[src/rtl/uart_baud_ctrl_if.sv]
`default_nettype none
// ============================================================================
// Module   : uart_baud_ctrl_if
// Purpose  : Register bus between a host and the UART baud-control block.
//            A write or read is a single-cycle strobe; read data comes back
//            registered one cycle after the read strobe.
// Signals  : addr  [2:0]  register address
//            wdata [7:0]  write data
//            wr_en        write strobe
//            rd_en        read strobe
//            rdata [7:0]  registered read data (driven by the slave)
// Modports : master (host side), slave (uart_baud_ctrl side)
// Revision : 1.0 - initial release
// ============================================================================
interface uart_baud_ctrl_if;
    logic [2:0] addr;
    logic [7:0] wdata;
    logic       wr_en;
    logic       rd_en;
    logic [7:0] rdata;

    modport master (output addr, output wdata, output wr_en, output rd_en, input  rdata);
    modport slave  (input  addr, input  wdata, input  wr_en, input  rd_en, output rdata);
endinterface
`default_nettype wire

[src/rtl/uart_baud_ctrl.sv]
`default_nettype none
// ============================================================================
// Module   : uart_baud_ctrl
// Purpose  : Holds a shadow baud divisor and line-control register, and
//            commits the divisor to the baud generator with a safe apply
//            sequence: wait for the transmitter to go idle, present the
//            divisor with the latch strobe (LCR[7]) high for two cycles,
//            drop the strobe, then wait for the first baud tick.
// Ports    : clk       system clock, rising edge
//            reset     synchronous, active-low reset
//            bus       register bus (uart_baud_ctrl_if.slave)
//            tx_busy   datapath mid-frame; divisor must not change
//            bclk      baud tick from the generator
//            DLR       committed divisor
//            LCR       line control; bit 7 is the divisor-latch strobe
//            cfg_busy  apply sequence in progress
//            cfg_done  one-cycle pulse when an apply sequence completes
// Registers: 0 DLL (RW), 1 DLM (RW), 3 LCR (RW, bit 7 read-only strobe),
//            5 STATUS (RO: bit0 busy, bit1 locked, bit2 err), 7 CMD (WO)
// Options  : TICK_TIMEOUT_EN - when defined, WAIT_TICK gives up after
//            DLR+4 cycles without a tick and flags err.
// Revision : 1.0 - initial release
// ============================================================================
module uart_baud_ctrl (
    input  logic                   clk,
    input  logic                   reset,
    uart_baud_ctrl_if.slave        bus,
    input  logic                   tx_busy,
    input  logic                   bclk,
    output logic [15:0]            DLR,
    output logic [7:0]             LCR,
    output logic                   cfg_busy,
    output logic                   cfg_done
);

    localparam logic [2:0] c_IDLE      = 3'd0;
    localparam logic [2:0] c_WAIT_IDLE = 3'd1;
    localparam logic [2:0] c_LATCH     = 3'd2;
    localparam logic [2:0] c_RELEASE   = 3'd3;
    localparam logic [2:0] c_WAIT_TICK = 3'd4;

    localparam logic [2:0] c_ADDR_DLL    = 3'd0;
    localparam logic [2:0] c_ADDR_DLM    = 3'd1;
    localparam logic [2:0] c_ADDR_LCR    = 3'd3;
    localparam logic [2:0] c_ADDR_STATUS = 3'd5;
    localparam logic [2:0] c_ADDR_CMD    = 3'd7;

    logic [2:0]  r_state;
    logic [15:0] r_shadow;
    logic [15:0] r_dlr;
    logic [6:0]  r_lcr_lo;
    logic [7:0]  r_rdata;
    logic        r_busy;
    logic        r_done;
    logic        r_locked;
    logic        r_err;
    logic        r_latch_cnt;

    logic        w_apply;
    logic        w_strobe;
    logic [7:0]  w_lcr;
    logic [7:0]  w_status;
    logic [7:0]  w_rd_mux;
    logic        w_timeout;

    assign w_apply  = bus.wr_en && (bus.addr == c_ADDR_CMD) && bus.wdata[0];
    // The strobe is a pure decode of the state register, so it drops on the
    // very cycle reset returns the FSM to IDLE.
    assign w_strobe = (r_state == c_LATCH);
    assign w_lcr    = {w_strobe, r_lcr_lo};
    assign w_status = {5'b00000, r_err, r_locked, r_busy};

`ifdef TICK_TIMEOUT_EN
    logic [16:0] r_tick_cnt;
    logic [16:0] w_tick_cnt_nxt;

    // r_tick_cnt counts completed WAIT_TICK cycles; the timeout fires on the
    // cycle whose completion makes that count equal DLR+4. 17 bits hold
    // 16'hFFFF + 4 without wrapping.
    assign w_tick_cnt_nxt = r_tick_cnt + 17'd1;
    assign w_timeout      = (w_tick_cnt_nxt == ({1'b0, r_dlr} + 17'd4));

    always_ff @(posedge clk) begin
        if (!reset) begin
            r_tick_cnt <= 17'd0;
        end else if (r_state != c_WAIT_TICK) begin
            r_tick_cnt <= 17'd0;
        end else begin
            r_tick_cnt <= w_tick_cnt_nxt;
        end
    end
`else
    assign w_timeout = 1'b0;
`endif

    // Apply sequencer
    always_ff @(posedge clk) begin
        if (!reset) begin
            r_state     <= c_IDLE;
            r_dlr       <= 16'h0000;
            r_busy      <= 1'b0;
            r_done      <= 1'b0;
            r_locked    <= 1'b0;
            r_err       <= 1'b0;
            r_latch_cnt <= 1'b0;
        end else begin
            r_done <= 1'b0;
            case (r_state)
                c_IDLE: begin
                    if (w_apply) begin
                        r_state  <= c_WAIT_IDLE;
                        r_busy   <= 1'b1;
                        r_locked <= 1'b0;
                        r_err    <= 1'b0;
                    end
                end
                c_WAIT_IDLE: begin
                    // The divisor is loaded on the edge that enters LATCH so
                    // it is already valid on the first strobe cycle.
                    if (!tx_busy) begin
                        r_state     <= c_LATCH;
                        r_dlr       <= r_shadow;
                        r_latch_cnt <= 1'b0;
                    end
                end
                c_LATCH: begin
                    if (r_latch_cnt) begin
                        r_state <= c_RELEASE;
                    end else begin
                        r_latch_cnt <= 1'b1;
                    end
                end
                c_RELEASE: begin
                    r_state <= c_WAIT_TICK;
                end
                c_WAIT_TICK: begin
                    if (bclk) begin
                        r_state  <= c_IDLE;
                        r_done   <= 1'b1;
                        r_locked <= 1'b1;
                        r_busy   <= 1'b0;
                    end else if (w_timeout) begin
                        r_state <= c_IDLE;
                        r_err   <= 1'b1;
                        r_busy  <= 1'b0;
                    end
                end
                default: begin
                    r_state <= c_IDLE;
                end
            endcase
        end
    end

    // Register-file writes are accepted in every state.
    always_ff @(posedge clk) begin
        if (!reset) begin
            r_shadow <= 16'h0000;
            r_lcr_lo <= 7'h00;
        end else if (bus.wr_en) begin
            case (bus.addr)
                c_ADDR_DLL: r_shadow[7:0]  <= bus.wdata;
                c_ADDR_DLM: r_shadow[15:8] <= bus.wdata;
                c_ADDR_LCR: r_lcr_lo       <= bus.wdata[6:0];
                default:    ;
            endcase
        end
    end

    always_comb begin
        w_rd_mux = 8'h00;
        case (bus.addr)
            c_ADDR_DLL:    w_rd_mux = r_shadow[7:0];
            c_ADDR_DLM:    w_rd_mux = r_shadow[15:8];
            c_ADDR_LCR:    w_rd_mux = w_lcr;
            c_ADDR_STATUS: w_rd_mux = w_status;
            default:       w_rd_mux = 8'h00;
        endcase
    end

    // Read data samples the current register values, so a coincident write
    // to the same address returns the pre-write contents.
    always_ff @(posedge clk) begin
        if (!reset) begin
            r_rdata <= 8'h00;
        end else if (bus.rd_en) begin
            r_rdata <= w_rd_mux;
        end
    end

    assign bus.rdata = r_rdata;
    assign DLR       = r_dlr;
    assign LCR       = w_lcr;
    assign cfg_busy  = r_busy;
    assign cfg_done  = r_done;

endmodule
`default_nettype wire

[src/flat_wrapper.sv]
// flat-port wrapper written by rule: the top's interface ports become plain ports
module uart_baud_ctrl_flat 
  (clk, reset, tx_busy, bclk, DLR, LCR, cfg_busy, cfg_done, bus_addr, bus_wdata, bus_wr_en, bus_rd_en, bus_rdata);
  uart_baud_ctrl_if bus_i ();
  input  logic clk;
  input  logic reset;
  input  logic tx_busy;
  input  logic bclk;
  output logic [15:0] DLR;
  output logic [7:0] LCR;
  output logic cfg_busy;
  output logic cfg_done;
  input wire logic [$bits(bus_i.addr)-1:0] bus_addr;
  input wire logic [$bits(bus_i.wdata)-1:0] bus_wdata;
  input wire logic [$bits(bus_i.wr_en)-1:0] bus_wr_en;
  input wire logic [$bits(bus_i.rd_en)-1:0] bus_rd_en;
  output wire logic [$bits(bus_i.rdata)-1:0] bus_rdata;
  assign bus_i.addr = bus_addr;
  assign bus_i.wdata = bus_wdata;
  assign bus_i.wr_en = bus_wr_en;
  assign bus_i.rd_en = bus_rd_en;
  assign bus_rdata = bus_i.rdata;
  uart_baud_ctrl u_core (.clk(clk), .reset(reset), .bus(bus_i), .tx_busy(tx_busy), .bclk(bclk), .DLR(DLR), .LCR(LCR), .cfg_busy(cfg_busy), .cfg_done(cfg_done));
endmodule
[config.mk]
export PLATFORM = sky130hd
export DESIGN_NAME = uart_baud_ctrl_flat
export DESIGN_NICKNAME = d
export VERILOG_FILES = /design/src/rtl/uart_baud_ctrl_if.sv /design/src/rtl/uart_baud_ctrl.sv /design/src/flat_wrapper.sv
export SDC_FILE = /design/constraint.sdc
export NUM_CORES = 1
export LEC_CHECK = 0
export BUFFER_PORTS_ARGS = -buffer_cell sky130_fd_sc_hd__buf_2
export CAP_MARGIN = 40
export CELL_PAD_IN_SITES_DETAIL_PLACEMENT = 1
export CELL_PAD_IN_SITES_GLOBAL_PLACEMENT = 1
export CORE_ASPECT_RATIO = 0.8
export CORE_MARGIN = 2
export CORE_UTILIZATION = 25
export CTS_CLUSTER_DIAMETER = 50
export DETAILED_ROUTE_END_ITERATION = 10
export GPL_TIMING_DRIVEN = 0
export PLACE_DENSITY = 0.6
export SKIP_LAST_GASP = 1
export SLEW_MARGIN = 15
export SYNTH_ARGS = -nofsm -noshare
export SYNTH_HDL_FRONTEND = slang
export SYNTH_SLANG_ARGS = --single-unit
[constraint.sdc]
create_clock -name clk -period 3.9 [get_ports clk]
set_input_delay 0.195 -clock clk [delete_from_list [all_inputs] [get_ports clk]]
set_output_delay 0.195 -clock clk [all_outputs]
set_load 0.02 [all_outputs]
Word level (Yosys, flattened, before mapping)
Cells that the tools add are included.
- register bits: 54
- latch bits: 0
- bits in writable memories: 0
- memory bits (read-only): 0
- input bits: 17
- output and inout bits: 34
- logic and storage cells: 52
- memories kept: 0
- add/sub/neg operators: 0
- multiply operators: 0
- div/mod/pow operators: 0
- magnitude comparators: 0
- eq/ne operators: 12
- shift operators: 0
- multiplexer cells: 15
- bitwise logic cells: 1
- reduce and logical (&&, ||, !) cells: 14
- operators with widths (cell ; count):
    $pmux 8 s4 ; 1
    $pmux 3 s5 ; 1
    $mux 3 ; 4
    $reduce_and 2->1 ; 6
    $eq 3x2->1 const B ; 3
    $eq 3x3->1 const B ; 3
    $eq 3x1->1 const B ; 2
    $logic_not 3->1 ; 2
    $mux 1 ; 6
    $pmux 1 s2 ; 3
    $ne 2x1->1 const B ; 2
    $ne 2x2->1 const B ; 2
    $reduce_and 4->1 ; 1
    $reduce_bool 2->1 ; 2
    $reduce_and 3->1 ; 1
    $logic_and 1x1->1 ; 2
    $not 1->1 ; 1

Depth between registers and ports, before layout
- depth after elaboration: 5
- depth in mapped cells: 6
- gate-level depth less buffers: 4

Worst setup path after synthesis
Ideal clock, no wire load.
- path type: reg-to-reg
- from: reg u_core.r_state[0]
- to: reg u_core.r_latch_cnt
- setup time: 128 ps
- arrival time: 1375 ps
- required time: 3772 ps
- slack: 2397 ps
- stages on the path, launching flop included: 7
- path buffers: 2
- period minus slack after synthesis: 1503 ps
- cells stage by stage: dfxtp_1 or3b_1 or2_1 buf_6 buf_6 a21oi_2 nor2_1
- cells in the longest elaborated chain, start to end: 3
- elaborated cells between the ends (all ways): 6
- those cells by class: eq/ne (3); mux (1); reduce/logical (2)
- RTL lines (what ; line ; source):
    start, declared ; uart_baud_ctrl.sv:48 ; logic [2:0] r_state;
    start signal, assigned ; uart_baud_ctrl.sv:99 ; r_state <= c_IDLE;
    start signal, assigned ; uart_baud_ctrl.sv:111 ; r_state <= c_WAIT_IDLE;
    start signal, assigned ; uart_baud_ctrl.sv:121 ; r_state <= c_LATCH;
    $eq 3x1->1 / $eq 3x2->1 (equally long branches) ; uart_baud_ctrl.sv:108 ; case (r_state)
    $ne 2x2->1 (no line) / $reduce_bool 2->1 (equally long branches) ; - ;
    $reduce_and 2->1 (no line) ; - ;
    end signal, assigned ; uart_baud_ctrl.sv:105 ; r_latch_cnt <= 1'b0;
    end signal, assigned ; uart_baud_ctrl.sv:123 ; r_latch_cnt <= 1'b0;
    end signal, assigned ; uart_baud_ctrl.sv:130 ; r_latch_cnt <= 1'b1;
    end, declared ; uart_baud_ctrl.sv:57 ; logic r_latch_cnt;
Several ways; a longest one is shown, not always the timed one.
A chain may end at the register's enable or synchronous reset.

Worst setup path after layout
- from: reg u_core.r_state[0]
- to: out LCR[7]
- cells in the longest elaborated chain, start to end: 1
- RTL lines (what ; line ; source):
    $eq 3x2->1 ; uart_baud_ctrl.sv:69 ; assign w_strobe = (r_state == c_LATCH);
    end, declared ; flat_wrapper.sv:10 ; output logic [7:0] LCR;
No other way between the ends.

==> results.json <==
{
  "synth-seq-cells": 54,
  "wl_met1_um": 3460,
  "grt_overflow": 0,
  "cts_sinks": 54,
  "grt_use_total_pct": 15.5,
  "drt-initial-drc-count": 40,
  "yosys_most_used_dff": "dfxtp_1",
  "grt_pass1_vias": 2081,
  "ys_seq_area_share_pct": 50.6,
  "cts_resized": 0,
  "crit_slowest_cell": "dfxtp_1",
  "yosys_warnings": 0,
  "clock_latency_ns": 0.32,
  "multi_input_area_um2": 965,
  "finalCritPeriodShare_pct": 42.3,
  "cp-end-kind": "output pin",
  "rsz0062_at_grt": "false",
  "setup-violations-final": 0,
  "period_needed_ns": 1.65,
  "fill_cells": 1028,
  "slew_headroom_pct": 56.3,
  "synth-edff-count": 0,
  "critPathMaxStageDelay_ns": 0.36,
  "firstDrtPassIters": 4,
  "ir_drop_mv": 0.231,
  "fmax_ghz": 0.606,
  "io-pin-count": 51,
  "cts_buffer_depth": 2,
  "wl_per_cell_um": 15.6,
  "grt_max_degree": 18,
  "yosys.area_share.xor_xnor_pct": 0,
  "cp.arrival_ns": 1.46,
  "timing.hold.ws_ns": 0.119,
  "n_antenna_cell": 0,
  "synth.lib_cells_used.distinct": 31,
  "drive_gt1_share_pct": 22.0,
  "drc": 0,
  "top_layer_used": "met4",
  "cts_buffers": 5,
  "synth_area_mm2": 0.00214,
  "crit_chain": "nand2b_1, nor2_1, buf_4, buf_2",
  "area_growth_pct": 25.3,
  "run_status": "complete, no violations",
  "register_area_mm2": 0.00108,
  "synth_cells": 263,
  "worstPathMaxFanout": 6,
  "place_hpwl_um": 5130,
  "synth_top_family_by_area": "simple AND/OR/NAND/NOR gates",
  "required_ns": 3.70,
  "critPathKind": "flip-flop to output pin",
  "dieArea_mm2": 0.00931,
  "synth_area_per_cell_um2": 8.13,
  "io_buffers": 50,
  "worst_slew_pin_slew_ns": 0.653,
  "synthAdderAreaFrac_pct": 0,
  "fin_tns_setup_ns": 0,
  "wl_met2_um": 2960,
  "yosys.area_share.simple_pct": 24.2,
  "start_util_pct": 25.4,
  "grt_pass1_wl_um": 11000,
  "hold_viol": 0,
  "dieHeight_um": 86.7,
  "path_clk_slew_ns": 0.11,
  "gp_congestion": 0.762,
  "post_cts_buffers": 0,
  "cts.htree.levels": 2,
  "drv_cap": 0,
  "ant_nets": 0,
  "fin_skew_ns": 0.0107,
  "power.total_mw": 1.09,
  "antenna_found_initial": 0,
  "cts_root_buf": "clkbuf_8",
  "crit_buf_inv": 2,
  "vias": 2014,
  "critPathLaunchType": "flip-flop",
  "syn_nets": 280,
  "synthArstFlopShare_pct": 0,
  "rows": 30,
  "leakagePower_nw": 1.08,
  "coreArea_mm2": 0.00841,
  "postCtsHoldBufs": 0,
  "routed_wl_um": 6780,
  "fin_nets": 339,
  "fp.dieW_um": 107,
  "dr_wl_met3_um": 278,
  "muxShareOfSynthArea_pct": 3.92,
  "hold_path.class": "primary input to flip-flop",
  "p_per_area_mw_per_mm2": 406,
  "finalMaxSlewViolations": 0,
  "via_per_inst": 4.63,
  "path_delay_family": "simple AND/OR/NAND/NOR gates",
  "synth_compound_area_share_pct": 17.0,
  "cts_tree": "yes"
}
## through the flow
stage	setup slack [ns]	area, um^2	std cells	utilization [%]
after floorplan	2.40	2140	263	-
after global placement	2.05	2530	425	30.1
after detailed placement	2.26	2540	427	30.2
after CTS	2.21	2680	435	31.9
after global routing	2.06	2680	435	31.9
final	2.25	2680	435	31.9
## Yosys cell counts, types with 3 or more instances
cell | count | area, um^2
a21oi_1 | 42 | 210
a22o_1 | 8 | 70.1
clkbuf_1 | 9 | 33.8
dfxtp_1 | 54 | 1080
mux2_2 | 3 | 33.8
mux2i_1 | 5 | 50.1
nand2_1 | 82 | 308
nand2b_1 | 3 | 18.8
nand3_1 | 15 | 75.1
nor2_1 | 7 | 26.3
o21ai_0 | 6 | 30.0
## sequential cells by signal (all words and copies together), names as in the netlist
| name | count |
|---|---|
| u_core.cfg_done | 1 |
| u_core.r_locked | 1 |
| u_core.r_lcr_lo | 7 |
| u_core.r_latch_cnt | 1 |
| u_core.cfg_busy | 1 |
| u_core.DLR | 16 |
| u_core.r_shadow | 16 |
| u_core.bus.rdata | 8 |
| u_core.r_state | 3 |
## area by class of cell
cell class	count	area share [%]
Sequential cell	54	40.4
Timing Repair Buffer	52	9.81
Clock inverter	3	2.57
Tap cell	112	5.23
Buffer	15	3.04
Multi-Input combinational cell	191	36.0
Clock buffer	5	2.57
Inverter	3	0.420
## cell families (layout without fill, tap and decap cells)
family	count (synthesis)	count (layout)
flip-flops	54	54
multiplexers	8	8
AO/OA/AOI/OAI	62	62
AND/OR/NAND/NOR	121	121
buffers and inverters	18	78
## power by group
group	switching (mW)	internal, mW	total [mW]	leakage (nW)
Sequential	0.00500	0.557	0.562	0.436
Clock	0.200	0.257	0.457	0.0683
Combinational	0.0471	0.0213	0.0685	0.575
## layout by cell type, fill, tap and decap left out, types with 3 or more instances in the layout
master / n
nand2_1: 82
dfxtp_1: 54
buf_2: 53
a21oi_1: 42
nand3_1: 15
clkbuf_1: 9
a22o_1: 8
nor2_1: 7
o21ai_0: 6
mux2i_1: 5
clkbuf_8: 5
nand2b_1: 3
buf_4: 3
mux2_2: 3
## path summary, 6_finish.rpt
kind	end	depth (start not counted)	slack, ns	from
worst max-delay path	LCR[7]	4	2.25	u_core.r_state[0]$_SDFFE_PN0P_
worst min-delay path	u_core.r_shadow[15]$_SDFFE_PN0P_	3	0.12	bus_wdata[7]
worst max register to register	u_core.r_latch_cnt$_SDFFE_PN0P_	6	2.27	u_core.r_state[0]$_SDFFE_PN0P_
worst min register to register	u_core.DLR[9]$_SDFFE_PN0P_	2	0.46	u_core.DLR[9]$_SDFFE_PN0P_
## tightest hold or removal path, delay by kind of cell
kind	cells	cell delay (ns)
and+or+nand+nor	1	0.05
AOI/OAI and AO/OA	1	0.05
buffers and inverters	1	0.11
## metal layers
layer | vias up | GRT usage (%)
met1 | 961 | 21.2
met3 | 7 | 3.16
met5 | - | 0
li1 | 1010 | -
met4 | 0 | 4.20
met2 | 36 | 24.8
Note: power is estimated with default switching activity, not from simulation.
